<file path="src/rtl/tensor_stream_loader_pkg.sv">
// Shared definitions for the tensor loader and the tensor compute kernel:
// default geometry, bank-state encoding and a packed-tensor element accessor.
package tensor_stream_loader_pkg;

  localparam int unsigned TSL_DATA_W = 32;
  localparam int unsigned TSL_N_ELEM = 4;

  typedef logic [1:0] bank_state_t;

  localparam bank_state_t BANK_EMPTY   = 2'd0;
  localparam bank_state_t BANK_FILLING = 2'd1;
  localparam bank_state_t BANK_FULL    = 2'd2;

  // Element k of a packed tensor; element 0 sits in the least-significant slice.
  function automatic logic [TSL_DATA_W-1:0] elem_slice(
    input logic [TSL_N_ELEM*TSL_DATA_W-1:0] t,
    input int unsigned                       k
  );
    return t[k*TSL_DATA_W +: TSL_DATA_W];
  endfunction

endpackage

</file>
<file path="src/rtl/tensor_bank.sv">
// One tensor buffer: N_ELEM element registers, fill state and padded flag.
// A closing write also pad-fills every slot above the written index.
module tensor_bank
  import tensor_stream_loader_pkg::*;
#(
  parameter  int unsigned          DATA_W  = TSL_DATA_W,
  parameter  int unsigned          N_ELEM  = TSL_N_ELEM,
  parameter  logic [DATA_W-1:0]    PAD_VAL = '0,
  localparam int unsigned          IDX_W   = $clog2(N_ELEM)
) (
  input  logic                       clk,
  input  logic                       reset,
  input  logic                       wr_en,
  input  logic [IDX_W-1:0]           wr_idx,
  input  logic [DATA_W-1:0]          wr_data,
  input  logic                       wr_close,
  input  logic                       wr_padded,
  input  logic                       rd_clear,
  output bank_state_t                state_next,
  output logic                       padded,
  output logic [N_ELEM*DATA_W-1:0]   data
);

  logic [N_ELEM-1:0][DATA_W-1:0] data_q, data_d;
  bank_state_t                   state_q, state_d;
  logic                          padded_q, padded_d;

  always_comb begin
    data_d   = data_q;
    state_d  = state_q;
    padded_d = padded_q;
    if (rd_clear) begin
      state_d = BANK_EMPTY;
    end
    if (wr_en) begin
      for (int unsigned k = 0; k < N_ELEM; k++) begin
        if (IDX_W'(k) == wr_idx) begin
          data_d[k] = wr_data;
        end else if (wr_close && (IDX_W'(k) > wr_idx)) begin
          data_d[k] = PAD_VAL;
        end
      end
      state_d = wr_close ? BANK_FULL : BANK_FILLING;
      if (wr_close) begin
        padded_d = wr_padded;
      end
    end
  end

  always_ff @(posedge clk or negedge reset) begin
    if (!reset) begin
      data_q   <= '0;
      state_q  <= BANK_EMPTY;
      padded_q <= 1'b0;
    end else begin
      data_q   <= data_d;
      state_q  <= state_d;
      padded_q <= padded_d;
    end
  end

  assign state_next = state_d;
  assign padded     = padded_q;
  assign data       = data_q;

endmodule

</file>
<file path="src/rtl/tensor_stream_loader.sv">
// Packs a serial element stream into N_ELEM-wide tensors through two
// ping-pong banks; the top owns fill/read pointers, handshakes and the counter.
module tensor_stream_loader
  import tensor_stream_loader_pkg::*;
#(
  parameter  int unsigned        DATA_W  = TSL_DATA_W,
  parameter  int unsigned        N_ELEM  = TSL_N_ELEM,
  parameter  logic [DATA_W-1:0]  PAD_VAL = '0,
  localparam int unsigned        IDX_W   = $clog2(N_ELEM)
) (
  input  logic                       clk,
  input  logic                       reset,
  input  logic [DATA_W-1:0]          in_data,
  input  logic                       in_valid,
  input  logic                       in_last,
  output logic                       in_ready,
  output logic [N_ELEM*DATA_W-1:0]   tensor_out,
  output logic                       tensor_valid,
  input  logic                       tensor_ready,
  output logic                       tensor_padded,
  output logic [15:0]                tensor_count
);

  logic             fill_ptr_q, fill_ptr_d;
  logic             rd_ptr_q, rd_ptr_d;
  logic [IDX_W-1:0] idx_q, idx_d;
  logic [15:0]      count_q, count_d;
  logic             in_ready_q, in_ready_d;
  logic             valid_q, valid_d;

  logic accept, at_end, close, pad_close, handoff;

  bank_state_t                bank_state_nxt [2];
  logic                       bank_padded    [2];
  logic [N_ELEM*DATA_W-1:0]   bank_data      [2];

  assign accept    = in_valid && in_ready_q;
  assign at_end    = (idx_q == IDX_W'(N_ELEM-1));
  assign close     = accept && (at_end || in_last);
  assign pad_close = in_last && !at_end;
  assign handoff   = valid_q && tensor_ready;

  for (genvar b = 0; b < 2; b++) begin : g_bank
    tensor_bank #(
      .DATA_W  (DATA_W),
      .N_ELEM  (N_ELEM),
      .PAD_VAL (PAD_VAL)
    ) u_bank (
      .clk        (clk),
      .reset      (reset),
      .wr_en      (accept && (fill_ptr_q == 1'(b))),
      .wr_idx     (idx_q),
      .wr_data    (in_data),
      .wr_close   (close),
      .wr_padded  (pad_close),
      .rd_clear   (handoff && (rd_ptr_q == 1'(b))),
      .state_next (bank_state_nxt[b]),
      .padded     (bank_padded[b]),
      .data       (bank_data[b])
    );
  end

  // Handshake outputs are registered from next-cycle bank state so they
  // carry no combinational path from in_valid or tensor_ready.
  always_comb begin
    fill_ptr_d = fill_ptr_q ^ close;
    rd_ptr_d   = rd_ptr_q ^ handoff;
    count_d    = count_q + 16'(handoff);
    idx_d      = idx_q;
    if (close) begin
      idx_d = '0;
    end else if (accept) begin
      idx_d = idx_q + IDX_W'(1);
    end
    in_ready_d = (bank_state_nxt[fill_ptr_d] != BANK_FULL);
    valid_d    = (bank_state_nxt[rd_ptr_d] == BANK_FULL);
  end

  always_ff @(posedge clk or negedge reset) begin
    if (!reset) begin
      fill_ptr_q <= 1'b0;
      rd_ptr_q   <= 1'b0;
      idx_q      <= '0;
      count_q    <= '0;
      in_ready_q <= 1'b0;
      valid_q    <= 1'b0;
    end else begin
      fill_ptr_q <= fill_ptr_d;
      rd_ptr_q   <= rd_ptr_d;
      idx_q      <= idx_d;
      count_q    <= count_d;
      in_ready_q <= in_ready_d;
      valid_q    <= valid_d;
    end
  end

  assign in_ready      = in_ready_q;
  assign tensor_valid  = valid_q;
  assign tensor_count  = count_q;
  assign tensor_out    = rd_ptr_q ? bank_data[1] : bank_data[0];
  assign tensor_padded = rd_ptr_q ? bank_padded[1] : bank_padded[0];

endmodule

</file>
<file path="config.mk">
export PLATFORM = sky130hd
export DESIGN_NAME = tensor_stream_loader
export DESIGN_NICKNAME = d
export VERILOG_FILES = /design/src/rtl/tensor_stream_loader_pkg.sv /design/src/rtl/tensor_bank.sv /design/src/rtl/tensor_stream_loader.sv
export SDC_FILE = /design/constraint.sdc
export NUM_CORES = 1
export LEC_CHECK = 0
export BUFFER_PORTS_ARGS = -buffer_cell sky130_fd_sc_hd__buf_2
export CORE_UTILIZATION = 40
export CTS_CLUSTER_DIAMETER = 80
export DETAILED_ROUTE_END_ITERATION = 7
export GPL_TIMING_DRIVEN = 0
export HOLD_SLACK_MARGIN = 0.05
export PLACE_DENSITY_LB_ADDON = 0.12
export SLEW_MARGIN = 20
export SYNTH_ARGS = -nofsm -noshare
export SYNTH_HDL_FRONTEND = slang
export SYNTH_SLANG_ARGS = --single-unit
</file>
<file path="constraint.sdc">
create_clock -name clk -period 2 [get_ports clk]
set_input_delay 0.1 -clock clk [delete_from_list [all_inputs] [get_ports clk]]
set_output_delay 0.1 -clock clk [all_outputs]
set_load 0.01 [all_outputs]
</file>
==> impl_metrics.csv, run 1 <==
group,metric,value,unit
status,status,"complete, but fails checks",
status,violations,"negative setup slack",
logic_synthesis,synthFlopType,"dfrtp_1",
final_layout,antennaDiodeCount,0,
global_route,met3_usage,0.03887,
setup_path,cp.arrival,1990,ps
power,pwr-share-comb,0.435,
setup_path,r2r-end,"tensor_valid",
floorplanning,fp.coreArea,29870,um^2
sta,finalCriticalPeriod,2087,ps
clocking,cts_buffers,31,
global_route,grt_max_degree,94,
power,powerDensity,1629,nW/um^2
place,gp_congestion,0.7488,
detailed_routing,num_vias,8685,
final_layout,post-route-util,0.5362,
sta,hold_slack,50.17,ps
power,clkPwrFrac,0.212,
global_route,grt_pass1_vias,8802,
setup_path,end_kind,"output pin",
setup_path,reg2reg_depth,9,
detailed_routing,drc_errors,0,
detailed_routing,ant_nets,0,
run,maxCapViolCount,0,
power,switching_share,0.3336,
power,p_int,17.39,mW
sta,fin_ws,-87.40,ps
clocking,htree_levels,1,
logic_synthesis,synth_area,12220,um^2
global_route,grt_busiest_layer,"met2",
final_layout,areaGrowthSynthToFinish,31.11,%
setup_path,required,1900,ps
sta,maxSlewHeadroom,0.5774,
min_path,hold_class,"primary input to asynchronous set/reset pin",
logic_synthesis,yosysUniqueCellTypes,37,
global_route,grt_pass1_wl,52680,um
clocking,cts.sinks,284,
logic_synthesis,synth_mux_area_frac,0.1787,
power,power.switching,8.703,mW
sta,finClkSkew,8.184,ps
floorplanning,io_pins,184,
logic_synthesis,syn_inst,992,
setup_path,crit_path_start_kind,"flip-flop",
place,place_hpwl,22130,um
sta,hold_viol_final,0,
clocking,root_buffer,"clkbuf_16",
setup_path,cp_max_fo,8,
logic_synthesis,yosysWarnings,0,
sta,slew_viol_final,0,
power,leakage,7.803,nW
logic_synthesis,ys_seq_area_frac,0.5817,
sta,finalCritPeriodShare,1.044,
floorplanning,fp.dieW,176.8,um
power,seqPwrFrac,0.353,
power,total_power,26.09,mW
detailed_routing,first_iter_violations,473,
sta,worst-slew-pin-transition,633.9,ps
power,ir_drop,0.9573,mV
logic_synthesis,async_flop_share,1.000,
logic_synthesis,synthAdderAreaFrac,0.006145,
final_layout,drive_gt1_frac,0.4005,
detailed_routing,wl_per_cell,20.21,um
logic_synthesis,synth_top_family_by_area,"multiplexers",
final_layout,final_common_cell,"dfrtp_1",
logic_synthesis,synth_xor_area_frac,0.01075,
detailed_routing,viasPerCell,5.182,
final_layout,fillers,2624,
detailed_routing,wirelength,33880,um
global_route,grt_use_met2,0.3449,
clocking,cts_tree,"done",
sta,rsz0062_at_grt,"yes",
logic_synthesis,syn_area_per_cell,12.32,um^2
clocking,cts_buffer_depth,3,
logic_synthesis,syn-num-nets,1035,
logic_synthesis,synth_edf_count,0,
floorplanning,dieArea,31240,um^2
clocking,clk_pin_slew_worst_paths,60,ps
global_route,antenna_found_initial,0,
final_layout,final_cell_mix,"dfrtp_1, mux2_2, nand2_1, buf_2, a22o_1",
logic_synthesis,synth_compound_area_frac,0.1073,
floorplanning,rows,63,
detailed_routing,drt-pass1-iter-count,5,
sta,maxClockFrequency,479.1,MHz
clocking,clkLatencyLatePin,550,ps
place,port_buffers,182,
floorplanning,die_y,176.8,um
final_layout,fin_nets,1311,
setup_path,worstSetupPathType,"flip-flop to output pin",
setup_path,r2r_start,"rd_ptr_q",
logic_synthesis,synth-simple-area-share,0.08367,
global_route,grtUsageMet1,0.3144,
floorplanning,start_util,0.4089,
sta,finalSetupViolCount,70,
logic_synthesis,synth_seq_cells,284,
sta,fin_tns_setup,-3771,ps
setup_path,r2r_slack,60,ps
global_route,grt_overflow,0,
global_route,grt_usage,0.2200,
## critical path, stage by stage, from the launching register on
cell	delay, ps
dfrtp_2	410
buf_12	150
clkbuf_16	180
buf_4	150
buf_12	120
mux2_2	290
buf_6	130
## kinds of logic after synthesis
family | count (synthesis)
AOI/OAI and AO/OA | 176
xor gates and xnor gates | 15
adders and majority gates | 6
buffers and inverters | 76
DFF | 284
muxes | 194
and+or+nand+nor | 241
## stage by stage
step	setup WS, ps	instances	cell area [um^2]
after CTS	-122.5	1664	15560
after floorplan	110.4	992	12220
after global placement	-4748	1564	13620
after detailed placement	-922.5	1567	13710
final	-87.40	1676	16020
after global routing	-127.9	1676	16020
## power by group through the flow
stage                     sequential [mW]  combinational [mW]  clock [mW]
after floorplan                      8.94                6.13           0
after global placement               9.19                9.23           0
after detailed placement             9.24                9.35           0
after CTS                            9.18                10.6        5.67
after global routing                 9.51                12.3        5.88
final                                9.21                11.3        5.54
## worst max path at each step
stage | start | end | slack [ps] | cells past startpoint
floorplan | rd_ptr_q | tensor_valid | 110 | 8
global placement | reset | g_bank[0].u_bank.data[8] | -4750 | 1
detailed placement | rd_ptr_q | tensor_valid | -920 | 8
CTS | rd_ptr_q | tensor_out[108] | -120 | 5
global route | rd_ptr_q | tensor_out[42] | -130 | 6
finish | rd_ptr_q | tensor_out[69] | -90 | 6
## state kept, by name, indices dropped and copies added, names as in the netlist
register               flops
g_bank.u_bank.padded       2
rd_ptr_q                   1
tensor_count              16
g_bank.u_bank.state_q      4
in_ready                   1
tensor_valid               1
g_bank.u_bank.data       256
fill_ptr_q                 1
idx_q                      2
## layer usage
layer | vias up | part of all wire
li1 | 4047 | -
met1 | 4386 | 0.47
met2 | 211 | 0.46
met3 | 41 | 0.052
met4 | 0 | 0.018
met5 | - | 0
## Yosys cell counts (9+ instances only)
library cell / n / area (um^2)
dfrtp_1: 284 / 7107
mux2_2: 187 / 2106
nand2_1: 176 / 660.6
a22o_1: 96 / 840.8
o21ai_0: 57 / 285.3
nand3_1: 41 / 205.2
buf_2: 39 / 195.2
clkbuf_1: 19 / 71.32
o21ai_1: 10 / 50.05
xnor2_1: 9 / 78.83
## cell type report
class	instances	area (um^2)	area share
Sequential cell	284	7109	0.4438
Multi-Input combinational cell	632	4791	0.2991
Timing Repair Buffer	246	2113	0.1319
Clock buffer	46	892.1	0.05569
Buffer	67	526.8	0.03289
Tap cell	390	488.0	0.03046
Clock inverter	5	75.07	0.004687
Inverter	6	22.52	0.001406
## what timing repair did
action                                  CTS  global route
setup buffers                             7            12
hold endpoints to repair                465             0
endpoints found under the setup margin  286           167
gates cloned                              5             2
gates resized for setup                  74            62
hold buffers                             36             0
pin swaps                                 1             4
(Power assumes the default switching activity.)
==> run 2: changes to the inputs <==
Settings changed: MAX_ROUTING_LAYER from default to met4.
Clock period 2 ns to 2.24 ns, I/O delays scaled along.
==> run 2 against run 1 <==
Effect of this change:
- the flow now finishes without violations
- clock power down 11%
- combinational power shrank 25%
- via count is 0.77% lower
- register-to-register slack better by 60 ps
- die area unchanged
- setup slack better by 200 ps
- cell count fell by 1.3%
- total power shrank 17%
- critical path depth shrank 1
- clock skew grew 2.2 ps
- hold slack improved by 16 ps
- critical endpoint is now tensor_out[88]
- largest power group unchanged
==> impl_metrics.csv, run 2 (same netlist as run 1, synthesis figures left out) <==
group,metric,value,unit
clocking,root_buffer,"clkbuf_16",
floorplanning,start_util,0.4089,
global_route,grt_pass1_wl,52110,um
power,p_int,14.21,mW
global_route,grt_usage,0.2237,
sta,finalCritPeriodShare,0.9488,
detailed_routing,ant_nets,0,
global_route,grt_overflow,0,
floorplanning,die_y,176.8,um
clocking,clk_pin_slew_worst_paths,60,ps
setup_path,end_kind,"output pin",
sta,maxSlewHeadroom,0.5878,
final_layout,largest_reg_flops,256,
sta,rsz0062_at_grt,"no",
final_layout,areaGrowthSynthToFinish,23.94,%
power,ir_drop,0.8562,mV
clocking,cts_buffers,31,
sta,finalSetupViolCount,0,
place,place_inst,1567,
detailed_routing,num_vias,8618,
setup_path,reg2reg_depth,6,
floorplanning,dieArea,31240,um^2
final_layout,final_cell_mix,"dfrtp_1, buf_2, mux2_2, nand2_1, a22o_1",
place,port_buffers,182,
place,place_hpwl,22130,um
detailed_routing,drc_errors,0,
global_route,grt_use_met2,0.3381,
place,gp_congestion,0.7583,
power,pwr-share-comb,0.392,
setup_path,r2r_slack,120,ps
power,leakage,7.510,nW
place,place_ws,-682.5,ps
status,status,"finished clean",
setup_path,required,2130,ps
sta,worst-slew-pin-transition,618.2,ps
clocking,htree_levels,1,
sta,fin_ws,114.7,ps
power,powerDensity,1428,nW/um^2
detailed_routing,drt-pass1-iter-count,5,
global_route,grt_max_degree,94,
sta,maxClockFrequency,470.5,MHz
clocking,clkLatencyLatePin,550,ps
power,seqPwrFrac,0.380,
clocking,cts_tree,"done",
final_layout,final_cells,1655,
final_layout,drive_gt1_frac,0.3834,
global_route,grt_busiest_layer,"met2",
sta,finClkSkew,10.35,ps
detailed_routing,viasPerCell,5.207,
setup_path,cp.arrival,2010,ps
global_route,antenna_found_initial,0,
floorplanning,fp.dieW,176.8,um
global_route,met3_usage,0.03930,
global_route,grt_pass1_vias,8727,
floorplanning,io_pins,184,
setup_path,worstSetupPathType,"flip-flop to output pin",
final_layout,final_common_cell,"dfrtp_1",
final_layout,antennaDiodeCount,0,
sta,finalCriticalPeriod,2125,ps
sta,slew_viol_final,0,
global_route,grtUsageMet1,0.3115,
clocking,cts.sinks,284,
run,maxCapViolCount,0,
min_path,hold_class,"primary input to asynchronous set/reset pin",
final_layout,post-route-util,0.5068,
setup_path,cp_max_fo,10,
power,clkPwrFrac,0.229,
final_layout,fin_nets,1290,
power,switching_share,0.3426,
floorplanning,rows,63,
detailed_routing,first_iter_violations,492,
floorplanning,fp.coreArea,29870,um^2
detailed_routing,wirelength,33150,um
power,power.switching,7.408,mW
clocking,cts_buffer_depth,3,
sta,hold_viol_final,0,
detailed_routing,wl_per_cell,20.03,um
setup_path,crit_path_start_kind,"flip-flop",
run 2: cell count changes in the layout (fill, tap and decap cells not counted), sizes merged:
| cell | change |
|---|---|
| clkbuf | -1 |
| buf | -20 |
run 2: layer usage:
layer	part of all wire	wire length, um
met1	0.46	15390
met2	0.45	15060
met3	0.058	1913
met4	0.024	786
met5	0	0
run 2: cell type report:
type                    count  area [um^2]
plain buffers              69        412.9
clock buffers              46        892.1
clock inverters             5        75.07
fillers                  2728        14730
inverters                   6        22.52
multi-input cells         632         4738
flip-flops and latches    284         7108
well taps                 390        488.0
repair buffers            223         1404
run 2: worst paths after layout:
check	start	endpoint
max in group asynchronous	reset	g_bank[0].u_bank.data[1]
setup / recovery	rd_ptr_q	tensor_out[88]
hold / removal	reset	tensor_count[6]
hold reg to reg	g_bank[1].u_bank.data[112]	g_bank[1].u_bank.data[112]
min in group clk	in_data[28]	g_bank[0].u_bank.data[124]
setup reg to reg	idx_q[1]	g_bank[0].u_bank.data[116]
run 2: stage by stage:
stage / cell area, um^2 / setup TNS [ps] / power, mW / hold slack [ps]
global route: 15140 / 0 / 22.98 / 101.5
CTS: 15100 / 0 / 21.79 / 68.37
finish: 15140 / 0 / 21.62 / 65.91
detailed placement: 13710 / -23290 / 16.59 / 53.43
floorplan: 12220 / 0 / 13.45 / -183.6
global placement: 13620 / -1294850 / 16.45 / 442.0
run 2: timing repair:
action	CTS	global route
pin swaps	0	1
gates resized for setup	19	6
setup endpoints to repair	164	53
hold buffers	36	0
gates cloned	0	0
hold endpoints to repair	465	0
buffers inserted	0	2
run 2: worst max-delay path, cell delays in order, from the launching register on:
cell and delay (ps):
dfrtp_2 380, buf_12 140, clkbuf_16 180, buf_4 230, mux2_2 380, buf_2 140
run 2: power groups by stage:
stage	clock (mW)	combinational, mW	sequential (mW)
after floorplan	0	5.47	7.98
after global placement	0	8.24	8.21
after detailed placement	0	8.35	8.25
after CTS	5.07	8.50	8.23
after global routing	5.25	9.25	8.47
final	4.95	8.47	8.21
